### config.mk
export PLATFORM = sky130hd
export DESIGN_NAME = word_serializer
export DESIGN_NICKNAME = d
export VERILOG_FILES = /design/src/rtl/word_serializer_pkg.sv /design/src/rtl/word_serializer.sv
export SDC_FILE = /design/constraint.sdc
export NUM_CORES = 1
export LEC_CHECK = 0
export BUFFER_PORTS_ARGS = -buffer_cell sky130_fd_sc_hd__buf_2
export CAP_MARGIN = 15
export CORE_MARGIN = 3
export CORE_UTILIZATION = 45
export CTS_CLUSTER_SIZE = 40
export DETAILED_ROUTE_END_ITERATION = 10
export PLACE_DENSITY = 0.67
export SETUP_SLACK_MARGIN = 0.1
export SYNTH_ARGS = -nofsm -noshare
export SYNTH_HDL_FRONTEND = slang
export SYNTH_SLANG_ARGS = --single-unit
### constraint.sdc
create_clock -name clk -period 2.3 [get_ports clk]
set_input_delay 0.115 -clock clk [delete_from_list [all_inputs] [get_ports clk]]
set_output_delay 0.115 -clock clk [all_outputs]
set_load 0.02 [all_outputs]
### src/rtl/word_serializer_pkg.sv
// Shared definitions for the word serializer: default geometry and the engine state type.
package word_serializer_pkg;

  localparam int WIDTH_DEF = 16;
  localparam int CNT_W_DEF = 4;

  typedef enum logic {
    IDLE  = 1'b0,
    SHIFT = 1'b1
  } state_t;

endpackage

### src/rtl/word_serializer.sv
// Parallel-to-serial feeder: accepts words over valid/ready, keeps one spare word in a
// hold buffer and shifts each word out MSB-first as exactly WIDTH enabled bits.
module word_serializer
  import word_serializer_pkg::*;
#(
  parameter int WIDTH = WIDTH_DEF,
  parameter int CNT_W = CNT_W_DEF
) (
  input  logic             clk,
  input  logic             reset,
  input  logic [WIDTH-1:0] din,
  input  logic             din_valid,
  output logic             din_ready,
  output logic             sout,
  output logic             sout_en,
  output logic             frame_start,
  output logic             word_done,
  output logic             busy
);

  localparam logic [CNT_W-1:0] LAST_CNT = CNT_W'(WIDTH - 1);

  state_t           state;
  state_t           state_next;
  logic [WIDTH-1:0] shreg;
  logic [WIDTH-1:0] hold;
  logic             hold_full;
  logic [CNT_W-1:0] bit_cnt;
  logic             accept;
  logic             last_bit;
  logic             load_slot;

  // Ready only depends on registered hold state, so no combinational path from din_valid.
  assign din_ready = ~hold_full & ~reset;
  assign accept    = din_valid & din_ready;
  assign last_bit  = (state == SHIFT) && (bit_cnt == LAST_CNT);
  assign load_slot = (state == IDLE) || last_bit;

  always_ff @(posedge clk) begin
    if (reset) state <= IDLE;
    else       state <= state_next;
  end

  always_comb begin
    state_next = state;
    if (load_slot) state_next = (hold_full || accept) ? SHIFT : IDLE;
  end

  // A held word always wins the load slot; otherwise an incoming word bypasses the hold.
  always_ff @(posedge clk) begin
    if (reset) begin
      shreg     <= '0;
      hold      <= '0;
      hold_full <= 1'b0;
      bit_cnt   <= '0;
    end else if (load_slot) begin
      if (hold_full) begin
        shreg     <= hold;
        hold_full <= 1'b0;
        bit_cnt   <= '0;
      end else if (accept) begin
        shreg   <= din;
        bit_cnt <= '0;
      end
    end else begin
      shreg   <= {shreg[WIDTH-2:0], 1'b0};
      bit_cnt <= bit_cnt + CNT_W'(1);
      if (accept) begin
        hold      <= din;
        hold_full <= 1'b1;
      end
    end
  end

  always_comb begin
    sout        = 1'b0;
    sout_en     = 1'b0;
    frame_start = 1'b0;
    word_done   = 1'b0;
    busy        = hold_full;
    if (state == SHIFT) begin
      sout        = shreg[WIDTH-1];
      sout_en     = 1'b1;
      frame_start = (bit_cnt == '0);
      word_done   = last_bit;
      busy        = 1'b1;
    end
  end

endmodule
==> impl_metrics.env <==
export IMPL_run_status="complete, no violations"
export IMPL_cts_tree="done"
export IMPL_p_sw_frac=0.2556
export IMPL_start_util=0.4795
export IMPL_cts_resized=0
export IMPL_critPathCaptureType="flop"
export IMPL_slew_headroom=0.3845
export IMPL_ys_seq_area_frac=0.3883
export IMPL_synth_edf_count=0
export IMPL_cts_sink_count=38
export IMPL_power_internal_mw=1.035
export IMPL_p_switching_mw=0.3553
export IMPL_ioPinCount=25
export IMPL_clock_latency_ps=300
export IMPL_path_cells="ha_1 -> and3_1 -> nor3_2 -> a32o_1"
export IMPL_post_cts_buffers=0
export IMPL_yosysMostFrequentCell="dfxtp_1"
export IMPL_dp_slack_ps=478.6
export IMPL_yosys_top_cells_area="dfxtp_1, mux2i_1, nand2b_1"
export IMPL_numCtsBuffers=5
export IMPL_track_usage=0.1605
export IMPL_synth_area_leader_cell="dfxtp_1"
export IMPL_num_vias=1511
export IMPL_synth_area_per_cell_um2=9.558
export IMPL_fin_cells=273
export IMPL_min_path_type="input pin to flop"
export IMPL_clkPwrFrac=0.345
export IMPL_gp_congestion=0.7840
export IMPL_ys_types=34
export IMPL_utilization=0.5355
export IMPL_wl_um=3714
export IMPL_worst_pin_slew_ps=918.3
export IMPL_drv_cap=0
export IMPL_seqPwrFrac=0.516
export IMPL_die_height_um=71.99
export IMPL_rsz0062_at_grt="false"
export IMPL_drt_initial_drc_count=76
export IMPL_criticalPathCategory="flop to flop"
export IMPL_cp_slowest_stage_delay_ps=710
export IMPL_vias_per_cell=5.535
export IMPL_p_per_area_mw_per_mm2=635.3
export IMPL_ys_seq_elements=38
export IMPL_period_minus_slack_ps=1819
export IMPL_drive_above_1_share=0.1839
export IMPL_root_buffer="clkbuf_8"
export IMPL_async_flop_share=0
export IMPL_combPwrFrac=0.139
export IMPL_core_area_mm2=0.004086
export IMPL_max_freq_mhz=549.9
export IMPL_cts_buffer_depth=2
export IMPL_ant_nets=0
export IMPL_r2r_slack_ps=480
export IMPL_grt_max_degree=45
export IMPL_dieArea_mm2=0.005182
export IMPL_nets=243
export IMPL_ir_drop_v=0.0004254
export IMPL_synth_flop_cell="dfxtp_1"
export IMPL_total_power_mw=1.390
export IMPL_syn_num_nets=226
export IMPL_dp_hpwl_um=2460
export IMPL_layout_setup_ws_ps=481.5
export IMPL_overflow=0
export IMPL_cts_hold_buf=0
export IMPL_grt_pass1_vias=1423
export IMPL_hold_viol=0
export IMPL_critPathRequiredTime_ps=2540
export IMPL_drt_wirelength_per_cell_um=13.60
export IMPL_dp_cells=265
export IMPL_dr_pass1_iters=4
export IMPL_grt_pass1_wl_um=6561
export IMPL_leakage_nw=0.8303
export IMPL_synth_area_mm2=0.001959
export IMPL_rows=23
export IMPL_yosysWarningCount=0
export IMPL_skew_ps=5.738
export IMPL_finalSetupViolCount=0
export IMPL_critPathMaxFanout=15
export IMPL_syn_inst=205
export IMPL_io_buffers=24
export IMPL_area_growth_pct=11.69
export IMPL_synth_common_cells="dfxtp_1, nand2b_1, mux2i_1"
export IMPL_dieWidth_um=71.99
export IMPL_final_period_utilization=0.7907
export IMPL_clkTransAtPathRegs_ps=80
export IMPL_setup_tns_ps=0
export IMPL_drv_slew=0
export IMPL_arrival_ps=2050
export IMPL_antenna_found_initial=0
export IMPL_route_detailed_drc=0
export IMPL_antenna_cells=0
export IMPL_synth_top_cell_area_share=0.3883
export IMPL_cts_max_level=2
export IMPL_cpMaxStageDelayCell="nor3_2"
export IMPL_cp_start_kind="flop"
-- layout by cell type, fill, tap and decap left out, types with 2 or more instances in the layout --
master,count
a32o_1,15
nand2_1,3
inv_1,4
nor2_1,2
or3_1,15
buf_4,4
nand2b_1,35
dfxtp_1,38
buf_2,24
clkbuf_8,6
nor3_1,2
a21oi_1,3
mux2i_1,31
o21ai_0,15
o2111ai_1,2
ha_1,2
and3_1,2
-- critical path: cells and delay by family (launching register included) --
| kind | cells | cell delay (ps) |
|---|---|---|
| flip-flops | 1 | 340 |
| AND/OR/NAND/NOR | 2 | 960 |
| AO/OA/AOI/OAI | 1 | 220 |
| adder cells (fa/ha/maj) | 1 | 250 |
-- per-layer routing --
| layer | vias to the layer above | routed length, um | GRT usage | part of all wire |
|---|---|---|---|---|
| met3 | 6 | 135 | 0.04294 | 0.036 |
| met2 | 22 | 1621 | 0.2398 | 0.44 |
| met4 | 0 | 80 | 0.08142 | 0.022 |
| met5 | - | 0 | 0 | 0 |
| met1 | 706 | 1876 | 0.2129 | 0.51 |
| li1 | 777 | - | - | - |
-- worst paths after layout --
| kind | start | end | depth (start not counted) |
|---|---|---|---|
| max | bit_cnt[0] | shreg[5] | 4 |
| max reg2reg | bit_cnt[0] | shreg[5] | 4 |
| min | din[3] | hold[3] | 3 |
| min reg2reg | shreg[5] | shreg[6] | 1 |
-- layout make-up --
cell class                      instances  area (um^2)
Clock buffer                            7        86.33
Clock inverter                          1        5.005
Fill cell                             392         1898
Inverter                                4        15.01
Multi-Input combinational cell        144         1089
Sequential cell                        38        760.7
Tap cell                               50        62.56
Timing Repair Buffer                   29        170.2
-- metrics by stage --
stage | cell area (um^2) | hold slack, ps
final | 2188 | 83.40
after global routing | 2188 | 85.87
after CTS | 2188 | 70.31
after global placement | 2097 | 394.2
after detailed placement | 2097 | 394.7
after floorplan | 1959 | 270.3
-- kinds of logic after synthesis --
logic type | after synthesis | share of synthesized area
multiplexers | 32 | 0.1641
adder cells (fa/ha/maj) | 2 | 0.01277
AO/OA/AOI/OAI | 41 | 0.1565
flip-flops | 38 | 0.3883
AND/OR/NAND/NOR | 69 | 0.2222
buffers and inverters | 23 | 0.05619
-- power by group through the flow --
stage | sequential [mW] | combinational [mW] | clock (mW)
final | 0.717 | 0.193 | 0.480
after global routing | 0.722 | 0.219 | 0.520
after global placement | 0.732 | 0.193 | 0
after detailed placement | 0.732 | 0.195 | 0
after CTS | 0.717 | 0.195 | 0.499
after floorplan | 0.728 | 0.148 | 0
-- state kept, by name (all words and copies together), names as in the netlist --
name       cells
bit_cnt        4
hold          16
hold_full      1
shreg         16
state          1
(Power assumes the default switching activity.)
